<file path="src/rtl/mips_pkg.sv">
// mips_pkg: shared definitions for the multi-cycle MIPS controller.
// Holds the FSM state encoding, the opcode/funct constants, the datapath
// op-select codes and the decoded-instruction record that the decoder hands
// to the controller FSM.
package mips_pkg;

   // FSM states, also exported on state_o for debug.
   typedef enum logic [2:0] {
      ST_FETCH  = 3'd0,
      ST_DECODE = 3'd1,
      ST_EXEC   = 3'd2,
      ST_MEM    = 3'd3,
      ST_WB     = 3'd4
   } state_t;

   // Primary opcodes (instr[31:26])
   localparam logic [5:0] OP_RTYPE = 6'b000000;
   localparam logic [5:0] OP_ORI   = 6'b001101;
   localparam logic [5:0] OP_LW    = 6'b100011;
   localparam logic [5:0] OP_LH    = 6'b100001;
   localparam logic [5:0] OP_SW    = 6'b101011;
   localparam logic [5:0] OP_BEQ   = 6'b000100;
   localparam logic [5:0] OP_LUI   = 6'b001111;
   localparam logic [5:0] OP_JAL   = 6'b000011;

   // R-type funct codes (instr[5:0])
   localparam logic [5:0] FN_ADDU  = 6'b100001;
   localparam logic [5:0] FN_SUBU  = 6'b100011;
   localparam logic [5:0] FN_SLL   = 6'b000000;
   localparam logic [5:0] FN_SLT   = 6'b101010;
   localparam logic [5:0] FN_JR    = 6'b001000;

   // Next-pc select
   typedef logic [2:0] npc_op_t;
   localparam npc_op_t NPC_PC4  = 3'd0;
   localparam npc_op_t NPC_BEQ  = 3'd1;
   localparam npc_op_t NPC_JUMP = 3'd2;
   localparam npc_op_t NPC_RS   = 3'd3;

   // Register read port 1 address select
   localparam logic A1_RS = 1'b0;
   localparam logic A1_RT = 1'b1;

   // Register write address select
   typedef logic [1:0] reg_addr_op_t;
   localparam reg_addr_op_t RA_RD  = 2'd0;
   localparam reg_addr_op_t RA_RT  = 2'd1;
   localparam reg_addr_op_t RA_R31 = 2'd2;

   // Register write data select
   typedef logic [2:0] reg_data_op_t;
   localparam reg_data_op_t RD_ALU = 3'd0;
   localparam reg_data_op_t RD_DM  = 3'd1;
   localparam reg_data_op_t RD_LUI = 3'd2;
   localparam reg_data_op_t RD_PC4 = 3'd3;
   localparam reg_data_op_t RD_LH  = 3'd4;
   localparam reg_data_op_t RD_SLT = 3'd5;

   // ALU operation
   typedef logic [3:0] alu_op_t;
   localparam alu_op_t ALU_ADD = 4'd0;
   localparam alu_op_t ALU_SUB = 4'd1;
   localparam alu_op_t ALU_OR  = 4'd2;
   localparam alu_op_t ALU_SLL = 4'd3;

   // ALU operand B select
   typedef logic [2:0] alu_b_op_t;
   localparam alu_b_op_t B_RT    = 3'd0;
   localparam alu_b_op_t B_SIMM  = 3'd1;
   localparam alu_b_op_t B_ZIMM  = 3'd2;
   localparam alu_b_op_t B_SHAMT = 3'd3;

   // Instruction class: which state sequence the instruction walks.
   //   SEQ_ALU     F-D-E-W      SEQ_LOAD   F-D-E-M-W
   //   SEQ_STORE   F-D-E-M      SEQ_BRANCH F-D-E (beq, jr)
   //   SEQ_JAL     F-D-W        SEQ_ILLEGAL F-D
   typedef enum logic [2:0] {
      SEQ_ALU     = 3'd0,
      SEQ_LOAD    = 3'd1,
      SEQ_STORE   = 3'd2,
      SEQ_BRANCH  = 3'd3,
      SEQ_JAL     = 3'd4,
      SEQ_ILLEGAL = 3'd5
   } seq_t;

   // Decoded instruction: class plus every select field the datapath needs.
   typedef struct packed {
      seq_t         seq;
      alu_op_t      alu_op;
      alu_b_op_t    alu_b_op;
      logic         a1_op;
      reg_addr_op_t reg_addr_op;
      reg_data_op_t reg_data_op;
      npc_op_t      next_pc_op;
   } dec_t;

endpackage

</file>
<file path="src/rtl/mc_controller_if.sv">
// mc_controller_if: controller <-> datapath bundle.
// Signals:
//   instr        instruction word for the current pc (datapath -> controller)
//   ir_en        instruction register load strobe
//   pc_en        pc update strobe, once per instruction, in its final state
//   next_pc_op   next-pc select, valid only while pc_en is high
//   reg_write    register-file write strobe (WB only)
//   a1_op        register read port 1 address select
//   reg_addr_op  register write address select
//   reg_data_op  register write data select
//   alu_op       ALU operation
//   alu_b_op     ALU operand B select
//   mem_write    data-memory write strobe (MEM of sw only)
// Strobe semantics: every strobe is a single-cycle, level-sampled pulse; the
// datapath acts on the rising edge that ends the cycle in which it is high.
// There is no back-pressure: the datapath always accepts a strobe.
// Modports: master = controller, slave = datapath.
interface mc_controller_if;
   import mips_pkg::*;

   logic [31:0]  instr;
   logic         ir_en;
   logic         pc_en;
   npc_op_t      next_pc_op;
   logic         reg_write;
   logic         a1_op;
   reg_addr_op_t reg_addr_op;
   reg_data_op_t reg_data_op;
   alu_op_t      alu_op;
   alu_b_op_t    alu_b_op;
   logic         mem_write;

   modport master (
      input  instr,
      output ir_en, pc_en, next_pc_op, reg_write, a1_op, reg_addr_op,
             reg_data_op, alu_op, alu_b_op, mem_write
   );

   modport slave (
      output instr,
      input  ir_en, pc_en, next_pc_op, reg_write, a1_op, reg_addr_op,
             reg_data_op, alu_op, alu_b_op, mem_write
   );
endinterface

</file>
<file path="src/rtl/mc_decoder.sv">
// mc_decoder: purely combinational instruction decoder.
// Ports:
//   ir   in   instruction register contents
//   dec  out  instruction class and all datapath select fields
// Anything not listed in the supported set decodes to SEQ_ILLEGAL with all
// select fields zero, so an illegal instruction never drives a write.
module mc_decoder
   import mips_pkg::*;
(
   input  logic [31:0] ir,
   output dec_t        dec
);

   logic [5:0] opcode;
   logic [5:0] funct;
   logic       unused_fields;

   assign opcode = ir[31:26];
   assign funct  = ir[5:0];
   // Register and immediate fields are consumed by the datapath, not here.
   assign unused_fields = ^ir[25:6];

   always_comb begin
      dec     = '0;
      dec.seq = SEQ_ILLEGAL;
      case (opcode)
         OP_RTYPE: begin
            case (funct)
               FN_ADDU: begin
                  dec.seq         = SEQ_ALU;
                  dec.alu_op      = ALU_ADD;
                  dec.alu_b_op    = B_RT;
                  dec.reg_addr_op = RA_RD;
                  dec.reg_data_op = RD_ALU;
               end
               FN_SUBU: begin
                  dec.seq         = SEQ_ALU;
                  dec.alu_op      = ALU_SUB;
                  dec.alu_b_op    = B_RT;
                  dec.reg_addr_op = RA_RD;
                  dec.reg_data_op = RD_ALU;
               end
               FN_SLL: begin
                  // The shifted operand is rt, so it goes on read port 1.
                  dec.seq         = SEQ_ALU;
                  dec.alu_op      = ALU_SLL;
                  dec.a1_op       = A1_RT;
                  dec.alu_b_op    = B_SHAMT;
                  dec.reg_addr_op = RA_RD;
                  dec.reg_data_op = RD_ALU;
               end
               FN_SLT: begin
                  // Comparison is formed from the subtract result in the datapath.
                  dec.seq         = SEQ_ALU;
                  dec.alu_op      = ALU_SUB;
                  dec.alu_b_op    = B_RT;
                  dec.reg_addr_op = RA_RD;
                  dec.reg_data_op = RD_SLT;
               end
               FN_JR: begin
                  dec.seq        = SEQ_BRANCH;
                  dec.next_pc_op = NPC_RS;
               end
               default: dec.seq = SEQ_ILLEGAL;
            endcase
         end
         OP_ORI: begin
            dec.seq         = SEQ_ALU;
            dec.alu_op      = ALU_OR;
            dec.alu_b_op    = B_ZIMM;
            dec.reg_addr_op = RA_RT;
            dec.reg_data_op = RD_ALU;
         end
         OP_LUI: begin
            dec.seq         = SEQ_ALU;
            dec.reg_addr_op = RA_RT;
            dec.reg_data_op = RD_LUI;
         end
         OP_LW: begin
            dec.seq         = SEQ_LOAD;
            dec.alu_op      = ALU_ADD;
            dec.alu_b_op    = B_SIMM;
            dec.reg_addr_op = RA_RT;
            dec.reg_data_op = RD_DM;
         end
         OP_LH: begin
            dec.seq         = SEQ_LOAD;
            dec.alu_op      = ALU_ADD;
            dec.alu_b_op    = B_SIMM;
            dec.reg_addr_op = RA_RT;
            dec.reg_data_op = RD_LH;
         end
         OP_SW: begin
            dec.seq      = SEQ_STORE;
            dec.alu_op   = ALU_ADD;
            dec.alu_b_op = B_SIMM;
         end
         OP_BEQ: begin
            dec.seq        = SEQ_BRANCH;
            dec.alu_op     = ALU_SUB;
            dec.alu_b_op   = B_RT;
            dec.next_pc_op = NPC_BEQ;
         end
         OP_JAL: begin
            dec.seq         = SEQ_JAL;
            dec.reg_addr_op = RA_R31;
            dec.reg_data_op = RD_PC4;
            dec.next_pc_op  = NPC_JUMP;
         end
         default: dec.seq = SEQ_ILLEGAL;
      endcase
   end

endmodule

</file>
<file path="src/rtl/mc_controller.sv">
// mc_controller: multi-cycle MIPS control unit.
// Ports:
//   clk       in   clock, rising edge
//   reset     in   asynchronous active-high reset
//   bus       master side of mc_controller_if (instr in, control strobes out)
//   state_o   out  current FSM state, for debug
//   retired   out  completed-instruction counter, wraps modulo 2^CNT_W
//   illegal   out  sticky flag, set on the first undecodable instruction
// The instruction register is loaded in FETCH; every control output is then
// a function of the state and the IR only. All outputs are forced low while
// reset is high so nothing fires during reset.
module mc_controller
   import mips_pkg::*;
#(
   parameter int CNT_W = 32
) (
   input  logic              clk,
   input  logic              reset,
   mc_controller_if.master   bus,
   output logic [2:0]        state_o,
   output logic [CNT_W-1:0]  retired,
   output logic              illegal
);

   state_t      state;
   state_t      state_nxt;
   logic [31:0] ir;
   dec_t        dec;

   mc_decoder u_decoder (
      .ir  (ir),
      .dec (dec)
   );

   assign state_o = state;

   // State register
   always_ff @(posedge clk or posedge reset) begin
      if (reset) state <= ST_FETCH;
      else       state <= state_nxt;
   end

   // Next-state logic
   always_comb begin
      state_nxt = ST_FETCH;
      case (state)
         ST_FETCH:  state_nxt = ST_DECODE;
         ST_DECODE: begin
            if (dec.seq == SEQ_ILLEGAL)  state_nxt = ST_FETCH;
            else if (dec.seq == SEQ_JAL) state_nxt = ST_WB;
            else                         state_nxt = ST_EXEC;
         end
         ST_EXEC: begin
            if (dec.seq == SEQ_BRANCH)                                state_nxt = ST_FETCH;
            else if (dec.seq == SEQ_LOAD || dec.seq == SEQ_STORE)     state_nxt = ST_MEM;
            else                                                      state_nxt = ST_WB;
         end
         ST_MEM: begin
            if (dec.seq == SEQ_STORE) state_nxt = ST_FETCH;
            else                      state_nxt = ST_WB;
         end
         ST_WB:   state_nxt = ST_FETCH;
         default: state_nxt = ST_FETCH;
      endcase
   end

   // Output logic. ALU controls are driven identically in EXEC, MEM and WB
   // so the ALU result stays stable until it is written back.
   always_comb begin
      bus.ir_en       = 1'b0;
      bus.pc_en       = 1'b0;
      bus.next_pc_op  = NPC_PC4;
      bus.reg_write   = 1'b0;
      bus.a1_op       = A1_RS;
      bus.reg_addr_op = RA_RD;
      bus.reg_data_op = RD_ALU;
      bus.alu_op      = ALU_ADD;
      bus.alu_b_op    = B_RT;
      bus.mem_write   = 1'b0;
      if (!reset) begin
         if (state == ST_EXEC || state == ST_MEM || state == ST_WB) begin
            bus.alu_op   = dec.alu_op;
            bus.alu_b_op = dec.alu_b_op;
            bus.a1_op    = dec.a1_op;
         end
         case (state)
            ST_FETCH: bus.ir_en = 1'b1;
            ST_DECODE: begin
               // Illegal instructions finish here with a plain pc+4.
               if (dec.seq == SEQ_ILLEGAL) bus.pc_en = 1'b1;
            end
            ST_EXEC: begin
               if (dec.seq == SEQ_BRANCH) begin
                  bus.pc_en      = 1'b1;
                  bus.next_pc_op = dec.next_pc_op;
               end
            end
            ST_MEM: begin
               if (dec.seq == SEQ_STORE) begin
                  bus.mem_write = 1'b1;
                  bus.pc_en     = 1'b1;
               end
            end
            ST_WB: begin
               bus.reg_write   = 1'b1;
               bus.reg_addr_op = dec.reg_addr_op;
               bus.reg_data_op = dec.reg_data_op;
               bus.pc_en       = 1'b1;
               bus.next_pc_op  = dec.next_pc_op;
            end
            default: ;
         endcase
      end
   end

   // Instruction register: instr is only sampled on the FETCH strobe.
   always_ff @(posedge clk or posedge reset) begin
      if (reset)          ir <= '0;
      else if (bus.ir_en) ir <= bus.instr;
   end

   // Retired counter: one count per pc_en, including illegal instructions.
   always_ff @(posedge clk or posedge reset) begin
      if (reset)          retired <= '0;
      else if (bus.pc_en) retired <= retired + {{(CNT_W-1){1'b0}}, 1'b1};
   end

   // Sticky illegal flag, set when an undecodable IR is seen in DECODE.
   always_ff @(posedge clk or posedge reset) begin
      if (reset)                                          illegal <= 1'b0;
      else if (state == ST_DECODE && dec.seq == SEQ_ILLEGAL) illegal <= 1'b1;
   end

endmodule
</file>
<file path="src/flat_wrapper.sv">
// flat-port wrapper written by rule: the top's interface ports become plain ports
module mc_controller_flat import mips_pkg::*;
#(
   parameter int CNT_W = 32
)
  (clk, reset, state_o, retired, illegal, bus_instr, bus_ir_en, bus_pc_en, bus_next_pc_op, bus_reg_write, bus_a1_op, bus_reg_addr_op, bus_reg_data_op, bus_alu_op, bus_alu_b_op, bus_mem_write);
  mc_controller_if bus_i ();
  input  logic clk;
  input  logic reset;
  output logic [2:0] state_o;
  output logic [CNT_W-1:0] retired;
  output logic illegal;
  input wire logic [$bits(bus_i.instr)-1:0] bus_instr;
  output wire logic [$bits(bus_i.ir_en)-1:0] bus_ir_en;
  output wire logic [$bits(bus_i.pc_en)-1:0] bus_pc_en;
  output wire logic [$bits(bus_i.next_pc_op)-1:0] bus_next_pc_op;
  output wire logic [$bits(bus_i.reg_write)-1:0] bus_reg_write;
  output wire logic [$bits(bus_i.a1_op)-1:0] bus_a1_op;
  output wire logic [$bits(bus_i.reg_addr_op)-1:0] bus_reg_addr_op;
  output wire logic [$bits(bus_i.reg_data_op)-1:0] bus_reg_data_op;
  output wire logic [$bits(bus_i.alu_op)-1:0] bus_alu_op;
  output wire logic [$bits(bus_i.alu_b_op)-1:0] bus_alu_b_op;
  output wire logic [$bits(bus_i.mem_write)-1:0] bus_mem_write;
  assign bus_i.instr = bus_instr;
  assign bus_ir_en = bus_i.ir_en;
  assign bus_pc_en = bus_i.pc_en;
  assign bus_next_pc_op = bus_i.next_pc_op;
  assign bus_reg_write = bus_i.reg_write;
  assign bus_a1_op = bus_i.a1_op;
  assign bus_reg_addr_op = bus_i.reg_addr_op;
  assign bus_reg_data_op = bus_i.reg_data_op;
  assign bus_alu_op = bus_i.alu_op;
  assign bus_alu_b_op = bus_i.alu_b_op;
  assign bus_mem_write = bus_i.mem_write;
  mc_controller #(.CNT_W(CNT_W)) u_core (.clk(clk), .reset(reset), .bus(bus_i), .state_o(state_o), .retired(retired), .illegal(illegal));
endmodule
</file>
<file path="config.mk">
export PLATFORM = sky130hd
export DESIGN_NAME = mc_controller_flat
export DESIGN_NICKNAME = d
export VERILOG_FILES = /design/src/rtl/mips_pkg.sv /design/src/rtl/mc_controller_if.sv /design/src/rtl/mc_decoder.sv /design/src/rtl/mc_controller.sv /design/src/flat_wrapper.sv
export SDC_FILE = /design/constraint.sdc
export NUM_CORES = 1
export LEC_CHECK = 0
export ABC_AREA = 0
export BUFFER_PORTS_ARGS = -buffer_cell sky130_fd_sc_hd__buf_2
export CAP_MARGIN = 20
export CORE_MARGIN = 2
export CORE_UTILIZATION = 38
export DETAILED_ROUTE_END_ITERATION = 7
export GPL_TIMING_DRIVEN = 0
export PLACE_DENSITY = 0.76
export SLEW_MARGIN = 20
export SYNTH_ARGS = -nofsm -noshare
export SYNTH_HDL_FRONTEND = slang
export SYNTH_SLANG_ARGS = --single-unit
export TNS_END_PERCENT = 10
</file>
<file path="constraint.sdc">
create_clock -name clk -period 2.4 [get_ports clk]
set_input_delay 0.24 -clock clk [delete_from_list [all_inputs] [get_ports clk]]
set_output_delay 0.24 -clock clk [all_outputs]
set_load 0.005 [all_outputs]
</file>
==> flow_metrics.tcl <==
set metrics [dict create \
    die-area_mm2 0.00770 \
    dp_hpwl_mm 4.52 \
    slowest_delay_ns 0.41 \
    fin_crit_ns 2.49 \
    drive_gt1_share_pct 36.6 \
    wirelength_met1_mm 3.00 \
    yosys_warnings 0 \
    htreeDepth 2 \
    core_mm2 0.00679 \
    violations "negative setup slack" \
    cp_cell_sequence "buf_4 -> and3b_1 -> and2_1 -> o31ai_2 -> o2111ai_2 -> o21ai_4 -> and2_4 -> buf_6" \
    power.total_mw 3.57 \
    wl_met3_um 302 \
    synth-async-reset-ratio_pct 100 \
    synth_top_cell_by_area "dfrtp_1" \
    critical_path_buf_inv_count 2 \
    synth_top_area_share_pct 45.1 \
    syn2layout_area_growth_pct 30.1 \
    grt_pass1_wl_mm 10.2 \
    drt-total-wl_mm 6.57 \
    ios 90 \
    critPathLaunch "u_core.ir[29]$_DFFE_PP0P_" \
    synthFlopType "dfrtp_1" \
    clock_skew_ns 0.0147 \
    critical_path.max_fanout 4 \
    hp-start "bus_instr[3]" \
    diodes 0 \
    place_congestion 0.874 \
    wl_met2_mm 3.22 \
    drtAntennaViolNets 0 \
    critPathKind "flop to primary output" \
    place_area_mm2 0.00312 \
    critPathTopFamily "compound AO/OA/AOI/OAI gates" \
    synthTopCellsByArea "dfrtp_1 45%, xnor2_1 9.9%, nand3_1 3.8%" \
    start_kind "flop" \
    wl_per_cell_um 14.7 \
    drc_errors 0 \
    setup_tns_ns -0.121 \
    die_w_um 87.7 \
    clk_pin_slew_ns 0.09 \
    cts.sinks 48 \
    firstDrtPassIters 4 \
    ys_types 53 \
    grt_pass1_vias 2094 \
    max_freq_mhz 401 \
    outcome "complete, but fails checks" \
    ir_drop_v 0.000617 \
    die_y_um 87.7 \
    synth-edff-count 0 \
    cts_root_buf "clkbuf_8" \
    ys_seq_area_share_pct 45.1 \
    clock_latency_ns 0.30 \
    ys_ff_latch 48 \
    fillers 644 \
    row_count 30 \
    io_buffers 64 \
    cts_tree "built" \
    setup_slack_ns -0.0933 \
    grt.overflow.total 0 \
    worst_slew_pin_slew_ns 0.743 \
    cellLeakagePower_nw 1.60 \
    r2r_slack_ns 0.01 \
    vias 2318 \
    reg2reg_from "u_core.ir[29]$_DFFE_PP0P_" \
    maxSlewHeadroom_pct 50.1 \
    synthCells 269 \
    clk_path_buf_depth 2 \
    cts_buffers 5 \
    rsz0062_at_grt "yes" \
    maxUsedRoutingLayer "met4" \
    post-route-util_pct 51.0 \
    fin_crit_sh_pct 104 \
    drtIter0Drc 102 \
    hold_viol 0 \
    drv_cap 0 \
    cp.required_ns 2.16 \
    hold_path_class "primary input to flop" \
    nNetsFinal 384 \
    finalMaxSlewViolations 0 \
    via_per_inst 5.20 \
    initial_utilization_pct 39.2 \
    grt_max_degree 56 \
    powerDensity_mw_per_mm2 1030 \
    setup_viol 3 \
    endpoint_kind "primary output" \
    syn-cell-area_mm2 0.00267 \
    syn_avg_cell_area_um2 9.91 \
    cp_slowest_cell "dfrtp_1" \
    antenna_found_initial 0 \
    final_cell_area_mm2 0.00347 \
    arrival_ns 2.25 \
    grt_usage_pct 16.7 \
]
==> final timing paths <==
| kind | end | cells after the start |
|---|---|---|
| max in group asynchronous | u_core.ir[5]$_DFFE_PP0P_ | 2 |
| min in group asynchronous | u_core.retired[14]$_DFFE_PP0P_ | 2 |
| setup / recovery | bus_pc_en | 8 |
| hold / removal | u_core.ir[3]$_DFFE_PP0P_ | 3 |
| hold reg to reg | u_core.retired[31]$_DFFE_PP0P_ | 1 |
| setup reg to reg | u_core.retired[1]$_DFFE_PP0P_ | 9 |
==> synth_stat cells, types with 3 or more instances <==
| cell type | n |
|---|---|
| clkbuf_1 | 5 |
| o21ai_0 | 6 |
| mux2_1 | 5 |
| inv_1 | 4 |
| nand2b_1 | 3 |
| nor4_1 | 5 |
| buf_4 | 9 |
| nand4_1 | 16 |
| dfrtp_1 | 48 |
| nor3_1 | 7 |
| nand3_1 | 20 |
| buf_2 | 4 |
| or3_1 | 4 |
| nand2_1 | 12 |
| and3_1 | 13 |
| xor2_1 | 3 |
| a21oi_1 | 14 |
| nor2_1 | 16 |
| mux2_2 | 5 |
| xnor2_1 | 30 |
==> through the flow <==
stage	worst slack, ns	instances	hold slack, ns
final	-0.0933	446	0.139
after floorplan	0.263	272	0.357
after global routing	-0.194	446	0.133
after CTS	-0.113	444	0.131
after global placement	-0.0841	432	0.445
after detailed placement	-0.161	432	0.454
==> placed cells by master (no fill, tap or decap), types with 3 or more instances in the layout <==
master	n
buf_6	4
a21oi_1	11
o21ai_0	5
nor2_1	14
conb_1	4
nand2_1	12
and3_1	13
nand3_1	20
buf_4	14
nor4_1	3
nor3_1	4
buf_2	66
inv_1	4
clkbuf_1	4
a21oi_2	4
dfrtp_1	48
xnor2_1	30
mux2_2	5
mux2_1	5
clkbuf_8	5
nand4_1	16
==> area by class of cell <==
| type | instances | area [µm²] | share of cell area, % |
|---|---|---|---|
| tap | 96 | 120 | 3.46 |
| sequential | 48 | 1200 | 34.6 |
| clock inverter | 3 | 68.8 | 1.98 |
| inverter | 5 | 23.8 | 0.685 |
| clock buffer | 5 | 68.8 | 1.98 |
| multi-input combinational | 200 | 1490 | 42.8 |
| timing repair buffer | 70 | 372 | 10.7 |
| buffer | 19 | 129 | 3.72 |
==> timing repair <==
| item | CTS | global route |
|---|---|---|
| pin swaps | 9 | 7 |
| resized for setup | 13 | 22 |
| endpoints found under the setup margin | 41 | 43 |
| hold buffers | 0 | 0 |
| setup buffers | 4 | 2 |
==> registers in the layout, indices dropped and copies added (netlist names) <==
name            flops
u_core.state_o      3
u_core.illegal      1
u_core.retired     32
u_core.ir          12
==> worst reg2reg max path, stage by stage, from the launching register on <==
cell and delay, ns:
dfrtp_1 0.41, buf_4 0.17, and3b_1 0.22, and2_1 0.18, o31ai_2 0.24, o2111ai_2 0.21
o21ai_4 0.23, and2_4 0.19, buf_4 0.12, mux2_4 0.29
==> cell families after synthesis <==
family | share of synthesized area, %
multiplexers | 4.79
XOR/XNOR | 10.8
other | 0.141
flip-flops | 45.1
AND/OR/NAND/NOR | 25.4
AO/OA/AOI/OAI | 8.22
adder cells (fa/ha/maj) | 0.469
buffers and inverters | 5.12
==> where the power goes <==
part	switching (mW)	internal, mW
clock network	0.285	0.419
logic	0.975	0.732
registers	0.185	0.974
total	1.45	2.13
==> routing by layer <==
layer / vias to the layer above / global-route usage [%]
li1: 1119 / -
met1: 1126 / 23.6
met2: 71 / 26.4
met3: 2 / 2.45
met4: 0 / 5.31
met5: - / 0
Power figures use the tool's default switching activity.
